$ cat config.mk
export PLATFORM = sky130hd
export DESIGN_NAME = ldpc_row_xor_scheduler
export DESIGN_NICKNAME = d
export VERILOG_FILES = /design/src/rtl/ldpc_row_xor_scheduler.sv
export SDC_FILE = /design/constraint.sdc
export NUM_CORES = 1
export LEC_CHECK = 0
export CELL_PAD_IN_SITES_DETAIL_PLACEMENT = 1
export CELL_PAD_IN_SITES_GLOBAL_PLACEMENT = 1
export CORE_UTILIZATION = 25
export CTS_BUF_LIST = sky130_fd_sc_hd__clkbuf_8
export DETAILED_ROUTE_END_ITERATION = 8
export PLACE_DENSITY = 0.89
export SYNTH_ARGS = -nofsm -noshare
export SYNTH_HDL_FRONTEND = slang
export SYNTH_SLANG_ARGS = --single-unit
$ cat constraint.sdc
create_clock -name clk -period 2.55 [get_ports clk]
set_input_delay 0.51 -clock clk [delete_from_list [all_inputs] [get_ports clk]]
set_output_delay 0.51 -clock clk [all_outputs]
set_load 0.1 [all_outputs]
$ cat src/rtl/ldpc_row_xor_scheduler.sv
// Walks one QC-LDPC base-matrix row through a shared rotator and XOR-accumulates the rotated blocks.
// Optional shift range checking is enabled by defining LDPC_SHIFT_CHECK_EN.
module ldpc_row_xor_scheduler #(
  parameter  int MAX_BLOCK_SIZE = 64,
  parameter  int MAX_COLS       = 24,
  localparam int SHIFT_W        = $clog2(MAX_BLOCK_SIZE),
  localparam int COL_W          = $clog2(MAX_COLS + 1)
) (
  input  logic                      clk,
  input  logic                      rst_n,
  input  logic                      start,
  input  logic [SHIFT_W-1:0]        z_size,
  input  logic [COL_W-1:0]          num_cols,
  output logic                      busy,
  output logic [COL_W-1:0]          col_idx,
  input  logic [SHIFT_W-1:0]        shift_value,
  input  logic [MAX_BLOCK_SIZE-1:0] blk_data,
  output logic [MAX_BLOCK_SIZE-1:0] rot_in,
  output logic [SHIFT_W-1:0]        rot_shift,
  output logic [SHIFT_W-1:0]        rot_width,
  input  logic [MAX_BLOCK_SIZE-1:0] rot_out,
  output logic [MAX_BLOCK_SIZE-1:0] row_out,
  output logic                      row_valid,
  input  logic                      row_ready,
  output logic                      err,
  output logic [1:0]                dbg_state
);

  typedef enum logic [1:0] {
    IDLE = 2'd0,
    RUN  = 2'd1,
    DONE = 2'd2
  } state_t;

  state_t                    state_q, state_d;
  logic [COL_W-1:0]          col_q, col_d;
  logic [COL_W-1:0]          num_q, num_d;
  logic [SHIFT_W-1:0]        z_q, z_d;
  logic [MAX_BLOCK_SIZE-1:0] acc_q, acc_d;
  logic                      err_q, err_d;
  logic                      shift_bad;

`ifdef LDPC_SHIFT_CHECK_EN
  // A null block (all-ones) is legal even though it exceeds any Z.
  assign shift_bad = (state_q == RUN) && (shift_value != '1) && (shift_value >= z_q);
`else
  assign shift_bad = 1'b0;
`endif

  always_comb begin
    state_d = state_q;
    col_d   = col_q;
    num_d   = num_q;
    z_d     = z_q;
    acc_d   = acc_q;
    err_d   = err_q;
    unique case (state_q)
      IDLE: begin
        if (start) begin
          z_d   = z_size;
          num_d = (num_cols > COL_W'(MAX_COLS)) ? COL_W'(MAX_COLS) : num_cols;
          acc_d = '0;
          col_d = '0;
          err_d = 1'b0;
          state_d = (num_cols != '0) ? RUN : DONE;
        end
      end
      RUN: begin
        if (shift_bad) begin
          err_d = 1'b1;
        end else begin
          acc_d = acc_q ^ rot_out;
        end
        col_d = col_q + COL_W'(1);
        if (col_q == num_q - COL_W'(1)) begin
          state_d = DONE;
        end
      end
      DONE: begin
        if (row_ready) begin
          state_d = IDLE;
        end
      end
      default: state_d = IDLE;
    endcase
  end

  always_ff @(posedge clk or negedge rst_n) begin
    if (!rst_n) begin
      state_q <= IDLE;
      col_q   <= '0;
      num_q   <= '0;
      z_q     <= '0;
      acc_q   <= '0;
      err_q   <= 1'b0;
    end else begin
      state_q <= state_d;
      col_q   <= col_d;
      num_q   <= num_d;
      z_q     <= z_d;
      acc_q   <= acc_d;
      err_q   <= err_d;
    end
  end

  // Output handshake: row_out is offered while row_valid=1 and held stable until a
  // cycle with row_valid=1 and row_ready=1; that edge completes the transfer.
  assign busy      = (state_q == RUN) || (state_q == DONE);
  assign row_valid = (state_q == DONE);
  assign row_out   = acc_q;
  assign col_idx   = (state_q == IDLE) ? '0 : col_q;
  // Outside RUN the rotator sees a null shift and no data, so rot_out is 0.
  assign rot_in    = (state_q == RUN) ? blk_data : '0;
  assign rot_shift = (state_q == RUN) ? shift_value : '1;
  assign rot_width = z_q;
  assign err       = err_q;
  assign dbg_state = state_q;

endmodule

==> results of run 1 <==
worst reg2reg max path: cells and delay by family (launching register included):
family,cells,cell delay (ns)
flip-flops,1,0.38
adder cells (fa/ha/maj),1,0.31
buffers and inverters,2,0.41
AO/OA/AOI/OAI,1,0.21
AND/OR/NAND/NOR,3,0.44
XOR/XNOR,1,0.19
metrics by stage:
step	instances	util [%]	hold WS, ns
5_1_grt	962	50.24	0.07138
3_3_place_gp	945	49.23	0.4628
6_report	962	50.24	0.05921
2_1_floorplan	446	-	0.2144
4_1_cts	961	50.23	0.05828
3_5_place_dp	945	49.23	0.4684
layout make-up:
type,instances,area (µm²)
Clock buffer,10,137.6
Timing Repair Buffer,306,3641
Tap cell,220,275.3
Multi-Input combinational cell,330,2110
Clock inverter,6,26.28
Inverter,7,26.28
Sequential cell,82,2054
Antenna cell,1,2.502
Fill cell,1797,8193
worst paths after layout:
| path | end | slack [ns] | cells after the start |
|---|---|---|---|
| max in group asynchronous | row_out[26] | 1.82 | 2 |
| min in group clk | rot_width[4] | 0.52 | 1 |
| min | row_out[55] | 0.06 | 1 |
| max reg2reg | row_out[19] | 0.51 | 8 |
| max | rot_in[40] | 0.27 | 5 |
| min reg2reg | rot_width[4] | 0.52 | 1 |
cell families (layout without fill, tap and decap cells):
| family | count (synthesis) | count (layout) |
|---|---|---|
| AND/OR/NAND/NOR | 226 | 226 |
| flip-flops | 82 | 82 |
| XOR/XNOR | 72 | 72 |
| buffers and inverters | 34 | 329 |
| AO/OA/AOI/OAI | 17 | 17 |
| multiplexers | 9 | 9 |
| adder cells (fa/ha/maj) | 5 | 5 |
| other | 1 | 2 |
flip-flops by register name, indices dropped and copies added (netlist names):
signal     count
num_q          5
row_out       64
rot_width      6
dbg_state      2
col_q          5
cell usage after synthesis (all sizes together):
| cell | n |
|---|---|
| o2111ai | 1 |
| xnor2 | 3 |
| a31oi | 1 |
| a22o | 3 |
| buf | 15 |
| nand2b | 8 |
| clkbuf | 12 |
| xor2 | 69 |
| or4 | 1 |
| and3 | 1 |
| nand3 | 2 |
| nand2 | 67 |
| mux2i | 1 |
| mux2 | 8 |
| conb | 1 |
| nor2 | 75 |
| inv | 7 |
| dfrtp | 82 |
| nor2b | 3 |
| a21oi | 2 |
| a311oi | 2 |
| ha | 5 |
| nand4 | 2 |
| nand3b | 1 |
| a32oi | 1 |
| o21ai | 4 |
| o21a | 1 |
| and2 | 64 |
| or3 | 2 |
| o211ai | 2 |
metal layers:
layer  global-route usage (%)  part of all wire [%]
met1                    21.67                    37
met2                    36.48                    53
met3                    5.131                   6.5
met4                    9.625                   3.1
met5                        0                     0
==> qor.yml, run 1 <==
status: "finished clean"
cts_setup_buffers: 0
endpoint_kind: "output port"
dieArea_mm2: 0.01732
grt_pass1_wl_um: 26810
synth_top_family_by_area: "simple AND/OR/NAND/NOR gates"
avgSynthCellArea_um2: 9.415
grt_max_degree: 68
io_pins: 299
path_class: "flip-flop to output port"
synth_top_cell_area_share_pct: 48.87
cpLargestDelayFamily: "buffers and inverters"
crit_fanout: 31
start_util_pct: 25.50
setup_ws_ns: 0.2714
final_common_cell: "clkdlybuf4s50_1"
place_ws_ns: 0.2533
rr_startpoint: "dbg_state[0]"
final.period_utilization_pct: 89.36
slew_violations: 0
overflow: 0
fmax_mhz: 438.9
hold_class: "primary input to asynchronous set/reset pin"
clock_latency_ns: 0.37
antenna_found_initial: 1
synth-seq-cells: 82
final_cell_mix: "clkdlybuf4s50_1, buf_4, dfrtp_1"
gr-usage-all-layers_pct: 20.12
path_clk_slew_ns: 0.08
path_cells: "inv_1 -> ha_2 -> buf_4 -> and2_2 -> buf_12"
period_minus_slack_ns: 2.279
drive_gt1_share_pct: 35.22
post_drt_wl_per_cell_um: 17.58
setup_viol: 0
crit_buf_inv: 3
synthMuxAreaShare_pct: 2.384
wl_um: 16910
crit_path_max_incr_delay_ns: 0.44
drt_first_pass_iters: 4
synth.area.top_cells: "dfrtp_1, xor2_1, and2_1"
die_height_um: 131.6
cts_sinks: 82
start_kind: "flip-flop"
detailed_place_hpwl_um: 13350
fin_nets: 890
synth_nets: 600
drc: 0
drtAntennaViolNets: 0
synth-xor-area-share_pct: 15.02
vias: 4255
synth_compound_area_share_pct: 3.188
clock_skew_ns: 0.007550
yosysWarningCount: 0
cap_violations: 0
placed_area_mm2: 0.008107
synth_top_cell_by_area: "dfrtp_1"
row_count: 47
grt_pass1_vias: 4713
ctsResizeCount: 0
crit_start: "dbg_state[1]"
hold_viol: 0
cp.arrival_ns: 1.77
area_growth_pct: 97.02
coreArea_mm2: 0.01647
routabilityCongestion: 0.7818
required_ns: 2.04
syn_area_mm2: 0.004199
cts_buffer_depth: 2
synth_cell_types: 35
rsz0062_at_grt: "no"
synth_cells: 446
die_w_um: 131.6
seq_area_frac_synth_pct: 48.87
design_area_mm2: 0.008273
synthAdderAreaFrac_pct: 1.490
cts_tree: "yes"
tns_ns: 0
synthSimpleGateAreaFrac_pct: 25.33
slowest_stage: "dfrtp_2"
cts_hold_buffers: 0
io_buffers: 297
htreeDepth: 3
cts_root_buffer: "clkbuf_8"
viasPerCell: 4.423
cts_buffers: 9
drt_iter0_drc: 80
Power of run 1 is left out: the tool's default activity adds up to more than one toggle a clock period on the data nets, which glitch-free logic cannot reach.
==> run 2, diff against run 1 <==
Settings changed: SLEW_MARGIN set to 30.
==> results of run 2 <==
Final layout, timing and power as in run 1 (identical DEF).
Power of run 2 is left out for the same reason.
==> run 3, diff against run 2 <==
Settings changed: ABC_AREA set to 1, CORE_UTILIZATION 25 to 24, CTS_CLUSTER_SIZE set to 30, PLACE_DENSITY 0.89 to 0.88.
==> run 3 against run 2 <==
Compared with the run above: global-route usage barely moved; non-clock buffer count rose by 1; clock skew rose by 0.00062 ns; critical endpoint is now rot_in[13].
==> qor.yml, run 3 <==
final_common_cell: "clkdlybuf4s50_1"
status: "finished clean"
max_slew_margin_pct: 61.73
drtAntennaViolNets: 0  # unchanged
cts_root_buffer: "clkbuf_8"
clock_skew_ns: 0.008170  # +0.0006196 ns
antenna_found_initial: 0  # -1
period_minus_slack_ns: 2.378  # +0.09906 ns
multiInputGateArea_mm2: 0.001832  # -13%
wl_um: 18930  # +12%
slew_violations: 0  # unchanged
io_buffers: 297  # unchanged
fmax_mhz: 420.6  # -4.2%
synth_edf_count: 0  # unchanged
top_usage_layer: "met2"
synth_top_cell_area_share_pct: 47.10  # -1.8 points
htreeDepth: 3  # unchanged
viasPerCell: 4.568  # +3.3%
avgSynthCellArea_um2: 7.359  # -22%
coreArea_mm2: 0.01754  # +6.5%
design_area_mm2: 0.008564  # +3.5%
rsz0062_at_grt: "no"
yosysWarningCount: 0  # unchanged
seq_area_frac_synth_pct: 47.10  # -1.8 points
gr-usage-all-layers_pct: 20.10  # -0.023 points
crit_top_cell: "inv_1"
ys.flop_type: "dfrtp_1"
post_drt_wl_per_cell_um: 17.02  # -3.2%
detailed_place_hpwl_um: 15100  # +13%
cts_tree: "yes"
rr_startpoint: "dbg_state[1]"
synth_top_cell_by_area: "dfrtp_1"
crit_fanout: 15  # -52%
dieArea_mm2: 0.01870  # +7.9%
synth-seq-cells: 82  # unchanged
synth_cells: 592  # +33%
required_ns: 2.04  # about the same
synth-async-reset-ratio_pct: 100.0  # unchanged
tns_ns: 0  # unchanged
path_clk_slew_ns: 0.08  # about the same
die_height_um: 136.7  # +3.9%
setup_viol: 0  # unchanged
vias: 5080  # +19%
grtUsageMet2_pct: 36.63  # +0.15 points
start_util_pct: 24.84  # -0.66 points
fin_nets: 1036  # +16%
syn_area_mm2: 0.004357  # +3.8%
overflow: 0  # unchanged
cap_violations: 0  # unchanged
drive_gt1_share_pct: 26.49  # -8.7 points
cts_sinks: 82  # unchanged
die_w_um: 136.7  # +3.9%
synth_nets: 746  # +24%
cp.arrival_ns: 1.87  # +0.10 ns
synthMostInstantiatedCell: "nand2_1"
worst_r2r_path_depth: 7  # -1
final_cell_mix: "clkdlybuf4s50_1, nand2_1, buf_4"
io_pins: 299  # unchanged
cpLargestDelayFamily: "buffers and inverters"
row_count: 48  # +2.1%
seqCellArea_mm2: 0.002054  # unchanged
crit_buf_inv: 4  # +1
routabilityCongestion: 0.8062  # +3.1%
synth.area.top_cells: "dfrtp_1, nand2_1, inv_1"
cts_buffers: 9  # unchanged
nFillCells: 2016  # +12%
largest_register_ffs: 64  # unchanged
clock_latency_ns: 0.36  # about the same
start_kind: "flip-flop"
path_cells: "inv_1 -> ha_4 -> buf_4 -> nand2_1 -> inv_1 -> buf_12"
grt_max_degree: 95  # +40%
grt_use_met1_pct: 22.72  # +1.0 points
grt_pass1_wl_um: 28740  # +7.2%
ys_top_cells_by_count: "nand2_1, inv_1, dfrtp_1"
hold_class: "primary input to asynchronous set/reset pin"
drt_first_pass_iters: 4  # unchanged
crit_path_max_incr_delay_ns: 0.43  # about the same
final.period_utilization_pct: 93.24  # +3.9 points
cts_buffer_depth: 2  # unchanged
path_class: "flip-flop to output port"
drt_iter0_drc: 190  # +140%
hold_viol: 0  # unchanged
endpoint_kind: "output port"
area_growth_pct: 96.58
grt_util_met3_pct: 5.370  # +0.24 points
slowest_stage: "dfrtp_2"
num_antenna_cells: 0  # -1
grt_pass1_vias: 5460  # +16%
drc: 0  # unchanged
synth_cell_types: 19  # -46%
rr_endpoint: "row_out[59]"
tightest_slew_ns: 0.5734
placed_area_mm2: 0.008351  # +3.0%
ff2ff_setup_slack_ns: 0.42  # -0.09 ns
==> run 3: logic make-up after synthesis <==
| family | synth area share [%] |
|---|---|
| simple gates | 28.83 |
| buf+inv | 11.78 |
| flops | 47.10 |
| compound gates | 10.77 |
| fa+ha+maj | 1.436 |
| other cells | 0.08607 |
==> run 3: worst max-delay path by stage <==
stage	from	end	slack (ns)	cells after the start
after floorplan	dbg_state[0]	rot_in[23]	0.003	5
after global placement	start	row_out[28]	0.44	6
after detailed placement	start	row_out[28]	0.33	6
after CTS	dbg_state[1]	rot_in[13]	0.02	6
after global routing	dbg_state[1]	rot_in[24]	0.05	6
final	dbg_state[1]	rot_in[13]	0.17	6
==> run 3: routing by layer <==
layer  routed length, µm  vias to the layer above
li1                    -                     2446
met1                7270                     2467
met2               10240                      140
met3                1001                       27
met4                 416                        0
met5                   0                        -
==> run 3: cell type report <==
type,count,area share [%]
timing repair buffer,307,42.60
multi-input combinational,377,21.39
sequential,82,23.99
inverter,105,6.355
tap,225,3.287
clock buffer,11,1.768
clock inverter,5,0.6136
==> run 3: what timing repair did <==
item,4_1_cts,5_1_grt
endpoints found under the setup margin,0,54
gates resized for setup,0,1
setup buffers,0,0
hold buffers,0,0
==> run 3: worst reg2reg max path: stages, from the launching register on <==
cell     delay, ns
dfrtp_2       0.43
inv_1         0.13
ha_1          0.34
nand2_1       0.22
o21ai_4       0.18
buf_12        0.34
a21oi_1       0.17
nor3_1        0.24
==> run 3: metrics by stage <==
stage | setup slack [ns] | utilization, % | cells | hold slack, ns
floorplan | 0.003341 | - | 592 | 0.2144
global placement | 0.4412 | 47.62 | 1096 | 0.4525
detailed placement | 0.3299 | 47.62 | 1096 | 0.4613
CTS | 0.01524 | 48.78 | 1112 | 0.1171
global route | 0.04618 | 48.84 | 1112 | 0.1280
finish | 0.1723 | 48.84 | 1112 | 0.1166
Power of run 3 is left out for the same reason.
